## config.mk

```make
export PLATFORM = sky130hd
export DESIGN_NAME = bloom_req_sequencer
export DESIGN_NICKNAME = d
export VERILOG_FILES = /design/src/rtl/bloom_seq_pkg.sv /design/src/rtl/bloom_seq_sat_cnt.sv /design/src/rtl/bloom_req_sequencer.sv
export SDC_FILE = /design/constraint.sdc
export NUM_CORES = 1
export LEC_CHECK = 0
export ABC_AREA = 1
export BUFFER_PORTS_ARGS = -buffer_cell sky130_fd_sc_hd__clkbuf_2
export CORE_MARGIN = 4
export CORE_UTILIZATION = 40
export CTS_CLUSTER_SIZE = 14
export DETAILED_ROUTE_END_ITERATION = 16
export HOLD_SLACK_MARGIN = 0.03
export PLACE_DENSITY = 0.76
export SETUP_SLACK_MARGIN = 0.1
export SYNTH_ARGS = -nofsm -noshare
export SYNTH_HDL_FRONTEND = slang
export SYNTH_HIERARCHICAL = 1
export SYNTH_SLANG_ARGS = --single-unit
```

## constraint.sdc

```tcl
create_clock -name clk -period 1.4 [get_ports clk]
set_clock_uncertainty 0.2 [all_clocks]
set_input_delay 0.28 -clock clk [delete_from_list [all_inputs] [get_ports clk]]
set_output_delay 0.28 -clock clk [all_outputs]
set_load 0.005 [all_outputs]
```

## src/rtl/bloom_seq_pkg.sv

```systemverilog
// Shared types for the Bloom filter request sequencer.
//   op_e    : command opcode carried on cmd_op
//   state_e : sequencer FSM states
package bloom_seq_pkg;

    typedef enum logic [1:0] {
        OpNop    = 2'b00,
        OpInsert = 2'b01,
        OpCheck  = 2'b10,
        OpClear  = 2'b11
    } op_e;

    typedef enum logic [1:0] {
        StIdle      = 2'b00,
        StWaitMatch = 2'b01,
        StResp      = 2'b10
    } state_e;

    // Ops that modify filter contents and so open a hazard window for CHECK.
    function automatic logic is_write_op(input op_e op);
        return (op == OpInsert) || (op == OpClear);
    endfunction

endpackage

```

## src/rtl/bloom_seq_sat_cnt.sv

```systemverilog
// Saturating up-counter used for sequencer statistics.
// Ports:
//   clk   : clock
//   reset : synchronous active-high clear
//   inc   : increment request (ignored once the counter is all-ones)
//   count : current count
module bloom_seq_sat_cnt #(
    parameter int unsigned W = 16
) (
    input  logic         clk,
    input  logic         reset,
    input  logic         inc,
    output logic [W-1:0] count
);

    logic [W-1:0] count_q;

    always_ff @(posedge clk) begin
        if (reset) begin
            count_q <= '0;
        end else if (inc && (count_q != '1)) begin
            count_q <= count_q + W'(1);
        end
    end

    assign count = count_q;

endmodule

```

## src/rtl/bloom_req_sequencer.sv

```systemverilog
// Command front end for the Bloom filter. Accepts NOP/INSERT/CHECK/CLEAR commands
// over valid/ready, drives registered one-cycle pulses on the filter pins, holds off
// CHECK while a recent INSERT/CLEAR is still in the hash pipeline, and returns the
// sampled match as a tagged valid/ready response. One CHECK is outstanding at a time.
// Ports:
//   clk, reset                       : clock, synchronous active-high reset
//   cmd_valid/ready/op/key/tag       : command stream
//   bl_insert/check/reset/data       : registered filter drive
//   bl_match                         : filter match result
//   rsp_valid/ready/hit/tag          : response stream
//   stat_ins/chk/hit                 : statistics counters
// Build option: define BLOOM_SEQ_STATS_EN to build the statistics counters;
// otherwise the stat_* ports are tied to zero.
module bloom_req_sequencer
    import bloom_seq_pkg::*;
#(
    parameter int unsigned D_SIZE    = 32,
    parameter int unsigned TAG_W     = 4,
    parameter int unsigned INS_LAT   = 2,
    parameter int unsigned MATCH_LAT = 2,
    parameter int unsigned CNT_W     = 16
) (
    input  logic              clk,
    input  logic              reset,
    input  logic              cmd_valid,
    output logic              cmd_ready,
    input  logic [1:0]        cmd_op,
    input  logic [D_SIZE-1:0] cmd_key,
    input  logic [TAG_W-1:0]  cmd_tag,
    output logic              bl_insert,
    output logic              bl_check,
    output logic              bl_reset,
    output logic [D_SIZE-1:0] bl_data,
    input  logic              bl_match,
    output logic              rsp_valid,
    input  logic              rsp_ready,
    output logic              rsp_hit,
    output logic [TAG_W-1:0]  rsp_tag,
    output logic [CNT_W-1:0]  stat_ins,
    output logic [CNT_W-1:0]  stat_chk,
    output logic [CNT_W-1:0]  stat_hit
);

    // +2 keeps the width at least one bit even for a zero latency.
    localparam int unsigned HAZ_W  = $clog2(INS_LAT + 2);
    localparam int unsigned WCNT_W = $clog2(MATCH_LAT + 2);

    state_e              state_q;
    logic [HAZ_W-1:0]    haz_q;
    logic [WCNT_W-1:0]   wcnt_q;
    logic                bl_insert_q, bl_check_q, bl_reset_q;
    logic [D_SIZE-1:0]   bl_data_q;
    logic                rsp_valid_q, rsp_hit_q;
    logic [TAG_W-1:0]    rsp_tag_q;

    op_e  op;
    logic accept;
    logic match_sample;

    assign op = op_e'(cmd_op);

    // Only CHECK is stalled by the hazard window; writes and NOPs flow freely.
    assign cmd_ready    = !reset && (state_q == StIdle) && ((haz_q == '0) || (op != OpCheck));
    assign accept       = cmd_valid && cmd_ready;
    assign match_sample = (state_q == StWaitMatch) && (wcnt_q == '0);

    always_ff @(posedge clk) begin
        if (reset) begin
            state_q     <= StIdle;
            haz_q       <= '0;
            wcnt_q      <= '0;
            bl_insert_q <= 1'b0;
            bl_check_q  <= 1'b0;
            bl_reset_q  <= 1'b0;
            bl_data_q   <= '0;
            rsp_valid_q <= 1'b0;
            rsp_hit_q   <= 1'b0;
            rsp_tag_q   <= '0;
        end else begin
            bl_insert_q <= accept && (op == OpInsert);
            bl_check_q  <= accept && (op == OpCheck);
            bl_reset_q  <= accept && (op == OpClear);
            if (accept) begin
                bl_data_q <= cmd_key;
            end

            // A fresh write restarts the window even if it was still counting.
            if (accept && is_write_op(op)) begin
                haz_q <= HAZ_W'(INS_LAT);
            end else if (haz_q != '0) begin
                haz_q <= haz_q - HAZ_W'(1);
            end

            unique case (state_q)
                StIdle: begin
                    if (accept && (op == OpCheck)) begin
                        state_q   <= StWaitMatch;
                        wcnt_q    <= WCNT_W'(MATCH_LAT);
                        rsp_tag_q <= cmd_tag;
                    end
                end
                StWaitMatch: begin
                    // wcnt reaches zero MATCH_LAT cycles after the bl_check pulse.
                    if (wcnt_q == '0) begin
                        rsp_hit_q   <= bl_match;
                        rsp_valid_q <= 1'b1;
                        state_q     <= StResp;
                    end else begin
                        wcnt_q <= wcnt_q - WCNT_W'(1);
                    end
                end
                StResp: begin
                    if (rsp_ready) begin
                        rsp_valid_q <= 1'b0;
                        state_q     <= StIdle;
                    end
                end
                default: state_q <= StIdle;
            endcase
        end
    end

    assign bl_insert = bl_insert_q;
    assign bl_check  = bl_check_q;
    assign bl_reset  = bl_reset_q;
    assign bl_data   = bl_data_q;
    assign rsp_valid = rsp_valid_q;
    assign rsp_hit   = rsp_hit_q;
    assign rsp_tag   = rsp_tag_q;

`ifdef BLOOM_SEQ_STATS_EN
    logic inc_ins, inc_chk, inc_hit;

    assign inc_ins = accept && (op == OpInsert);
    assign inc_chk = accept && (op == OpCheck);
    assign inc_hit = match_sample && bl_match;

    bloom_seq_sat_cnt #(.W(CNT_W)) u_cnt_ins (
        .clk   (clk),
        .reset (reset),
        .inc   (inc_ins),
        .count (stat_ins)
    );

    bloom_seq_sat_cnt #(.W(CNT_W)) u_cnt_chk (
        .clk   (clk),
        .reset (reset),
        .inc   (inc_chk),
        .count (stat_chk)
    );

    bloom_seq_sat_cnt #(.W(CNT_W)) u_cnt_hit (
        .clk   (clk),
        .reset (reset),
        .inc   (inc_hit),
        .count (stat_hit)
    );
`else
    logic unused_match_sample;
    assign unused_match_sample = match_sample;
    assign stat_ins = '0;
    assign stat_chk = '0;
    assign stat_hit = '0;
`endif

endmodule
```

=== After elaboration in Yosys (flattened, before gate mapping) ===
Cells that the tools add are included.

* Register bits: 47
* Input bits: 43

* Add/subtract/negate cells: 2
* Eq/ne operators: 10
* Multiplexer cells: 12
* Reduce and logical (&&, ||, !) cells: 23

{| class="wikitable"
|+ Operators with widths
! cell !! number
|-
| two-way mux 2 bit || 7
|-
| AND reduction 3 bit || 3
|-
| nonzero test 2 bit || 4
|-
| logical AND 1 bit || 7
|-
| equality test 2 bit (second input constant) || 3
|-
| logical NOT 2 bit || 3
|-
| inequality test 2 bit (second input constant) || 3
|-
| case mux 2 bit (3 select lines) || 1
|-
| equality test 2 x 1 -> 1 bit (second input constant) || 2
|-
| inequality test 2 x 1 -> 1 bit (second input constant) || 2
|-
| case mux 2 bit (2 select lines) || 1
|-
| AND reduction 2 bit || 2
|-
| subtractor 2 x 1 -> 2 bit (second input constant) || 2
|-
| logical OR 1 bit || 2
|-
| two-way mux 1 bit || 2
|-
| case mux 1 bit (2 select lines) || 1
|-
| OR reduction 2 bit || 1
|-
| logical NOT 1 bit || 1
|}

=== Logic depth before layout (Yosys ltp) ===
* Depth after elaboration: 7
* Gate-level depth with buffers: 8

=== Worst setup path after synthesis ===
No wires, ideal clock.

* Path kind: register to output
* Start: reg state_q[0]
* End: out cmd_ready
* Arrival: 0.930 ns
* Data required time: 0.920 ns
* Setup slack: -0.010 ns
* Stages on the path, launching flop included: 7
* Path buffers: 2
* Path through: dfxtp_1 inv_2 nand2_2 nor2_4 and2_4 buf_12 buf_12

* Longest elaborated chain between the ends: 3

{| class="wikitable"
|+ Ends and longest elaborated chain
! what !! RTL line !! RTL
|-
| from (decl) || bloom_req_sequencer.sv:48 || <nowiki>state_e state_q;</nowiki>
|-
| from (signal assigned) || bloom_req_sequencer.sv:69 || <nowiki>state_q <= StIdle;</nowiki>
|-
| from (signal assigned) || bloom_req_sequencer.sv:97 || <nowiki>state_q <= StWaitMatch;</nowiki>
|-
| from (signal assigned) || bloom_req_sequencer.sv:107 || <nowiki>state_q <= StResp;</nowiki>
|-
| logical NOT 2 bit || bloom_req_sequencer.sv:63 || <nowiki>assign cmd_ready = !reset && (state_q == StIdle) && ((haz_q == '0) || (op != OpCheck));</nowiki>
|-
| logical AND 1 bit (2 in series) || bloom_req_sequencer.sv:63 ||
|-
| to (decl) || bloom_req_sequencer.sv:26 || <nowiki>output logic cmd_ready,</nowiki>
|}

No other way between the ends.

=== Worst setup path after layout ===
Same ends and word-level chain as after synthesis.

==> summary.txt <==
Power
  – Combinational group share of total power: 0.244
  – Sw power: 0.8412 mW
  – Internal power: 2.164 mW
  – VDD IR max: 492.0 uV
  – Switching share of power: 0.2799
  – Register share of total power: 0.479
  – Leak pwr: 1.656 nW
  – Pwr dens: 801.6 nW/um^2
  – Clk pwr share: 0.277

CTS
  – Sink Count: 47
  – CTS tree: done
  – Root buffer cell: clkbuf_8
  – # H-tree levels: 2
  – CTS clk-pin slew, worst paths: 90 ps
  – Clock Latency Late Sink: 300 ps
  – Num CTS Buffers: 5
  – Longest Clk Path Bufs: 2

STA
  – RSZ-0062 raised after global routing: yes
  – Fmax: 626.4 MHz
  – Endpoints failing setup: 44
  – TNS Setup: -6328 ps
  – Slack of the critical path: -196.4 ps
  – Final Cycle Share: 1.140
  – Fin. max-slew vios: 0
  – Final worst path period need: 1596 ps
  – Hold violation count in the final report: 0

Cells and area
  – Share of layout cells above drive strength 1: 0.6210
  – Final Cell Area: 3749 sq um
  – # diodes: 0
  – Post-route non-filler standard cell count: 484
  – Final-stage net count: 453
  – Area Growth Syn to Fin: 52.94%

Floorplanning
  – Starting density of the core: 0.4140
  – Die area: 7444 sq um
  – DIE WIDTH: 86.28 um
  – Die Ht: 86.28 um
  – # IOs: 133
  – # rows: 28
  – Core area: 5921 sq um

Route
  – Vias/cell: 4.498
  – DR WL/cell: 14.22 um
  – DRT iter0 DRCs: 65
  – Via count: 2,177
  – Post-route ant nets: 0
  – # DRC: 0
  – Initial DRT Pass Iterations: 4
  – Drt total wl: 6882 um

Setup path
  – Slowest CP cell: dfxtp_2
  – CP peak stage delay: 330 ps
  – Register-to-Register Path Depth: 10
  – Bufs and invs on worst path: 2
  – CP delay by family, top: flip-flops
  – Critical-path maximum fanout: 2
  – Critical path type: reg -> out
  – CP Depth: 5
  – Crit path required time: 920 ps
  – CP endpoint kind: output pin
  – CP arrival: 1120 ps
  – CP Launch Type: register
  – CP cell instances: inv_2 -> nand2_4 -> nor2_4 -> and2_4 -> buf_6

Place
  – RD Place Congestion: 0.6845
  – Port bufs: 84
  – Dpl cell area: 2796 sq um
  – DP Wirelength: 4007 um
  – Pre-CTS setup slack: -97.50 ps
  – Placed Instances: 424

Run
  – Max cap viols: 0

Outcome
  – Status: finished with violations
  – Failing checks: setup timing

Synth
  – Area contributors post-synth: dfxtp_1, buf_4, nand3_2
  – Avg Inst Size Synth: 9.249 sq um
  – Synth cell types: 27
  – Post-synthesis sequential area ratio: 0.3839
  – Synth area leader: dfxtp_1
  – Commonest cells in the netlist: buf_4, nand2_1, dfxtp_1
  – YS warnings: 6
  – EDFF count, synth: 0
  – Ys async rst share: 0
  – Main synth FF type: dfxtp_1
  – Syn Std Cell Area: 2451 sq um
  – #FFs+latches synth: 47
  – Synthesized instance count: 265
  – Top-area cell type share of the netlist area: 0.3839

GRT
  – Initial antenna violation count: 0
  – Largest net degree at the start of global routing: 23
  – Number of global-route vias before repair: 2,184
  – First-pass GRT wire length: 10,380 um
  – GRT Total Usage: 0.1753
  – Grt ovf: 0

Min path
  – Hold path cells: 3
  – Worst min path class: in -> reg
## path summary, 6_finish.rpt
| path | startpoint | to | slack [ps] |
|---|---|---|---|
| worst max-delay path | state_q[0] | cmd_ready | -200 |
| worst min-delay path | cmd_key[31] | bl_data[31] | 50 |
| worst max register to register | state_q[0] | bl_data[4] | -180 |
| worst min register to register | wcnt_q[0] | wcnt_q[0] | 250 |
## per-stage QoR
step | hold slack (ps) | total power [mW] | utilization
floorplan | 152.4 | 1.843 | -
global placement | 217.1 | 1.905 | 0.4723
detailed placement | 221.4 | 1.913 | 0.4723
CTS | 35.46 | 2.960 | 0.6019
global route | 51.14 | 3.149 | 0.6331
finish | 49.61 | 3.005 | 0.6331
## what timing repair did
item | 4_1_cts | 5_1_grt
resized for setup | 42 | 43
hold buffers | 36 | 0
cloned | 4 | 1
setup buffers | 9 | 3
setup endpoints to repair | 40 | 57
hold endpoints to repair | 36 | 0
pin swaps | 3 | 2
## cells in the final DEF (no fill, tap or decap)
master and n:
inv_4 2, buf_4 18, nand2_4 11, clkbuf_8 6, nand3_1 6, nand2_2 27
o31ai_1 1, o21ai_0 1, dfxtp_2 12, nand2_1 11, nand3_2 29, nor2_2 2
clkbuf_16 1, nor2_1 5, a21oi_2 36, clkinv_2 1, nand3_4 2, nand4_4 1
inv_1 6, dfxtp_1 35, conb_1 48, buf_8 1, clkbuf_2 83, inv_2 2
buf_6 4, or2_4 1, buf_12 6, and2_4 1, or2_2 1, dlygate4sd3_1 36
ha_1 1, o21ai_2 1, nor2_4 2, a21oi_1 5, buf_16 4
## registers in the layout (all words and copies together), names as in the netlist
register and count:
bl_data 32, rsp_tag 4, haz_q 2, state_q 2
wcnt_q 2, bl_check 1, bl_insert 1, bl_reset 1
rsp_hit 1, rsp_valid 1
## cells by family (layout without fill, tap and decap cells)
logic type | count (synthesis) | in the layout | synth area share
AND/OR/NAND/NOR | 99 | 99 | 0.2466
flip-flops | 47 | 47 | 0.3839
buffers and inverters | 73 | 170 | 0.2261
AO/OA/AOI/OAI | 44 | 44 | 0.1368
other | 1 | 48 | 0.001530
adder cells (fa/ha/maj) | 1 | 1 | 0.005104
## tightest hold or removal path, delay by kind of cell
kind | cells | cell delay [ps]
and+or+nand+nor | 1 | 80
AOI/OAI and AO/OA | 1 | 40
buffers and inverters | 1 | 110
## power by group through the flow
stage | Clock [mW] | Combinational [mW] | Sequential, mW
after floorplan | 0 | 0.387 | 1.46
after global placement | 0 | 0.453 | 1.45
after detailed placement | 0 | 0.461 | 1.45
after CTS | 0.866 | 0.666 | 1.43
after global routing | 0.915 | 0.787 | 1.45
final | 0.833 | 0.732 | 1.44
## per-layer routing
layer	track usage	routed length, um	vias up
met5	0	0	-
met4	0.06232	154	0
met3	0.04087	436	17
met2	0.3118	3599	84
met1	0.2053	2692	1017
li1	-	-	1059
## area by class of cell
type | instances | area, sq um
fillers | 474 | 2172
repair buffers | 153 | 1226
inverters | 10 | 42.54
clock buffers | 6 | 82.58
flip-flops and latches | 47 | 955.9
multi-input cells | 192 | 1343
well taps | 75 | 93.84
clock inverters | 1 | 5.005
No activity file was read; power rests on OpenSTA's default activity.
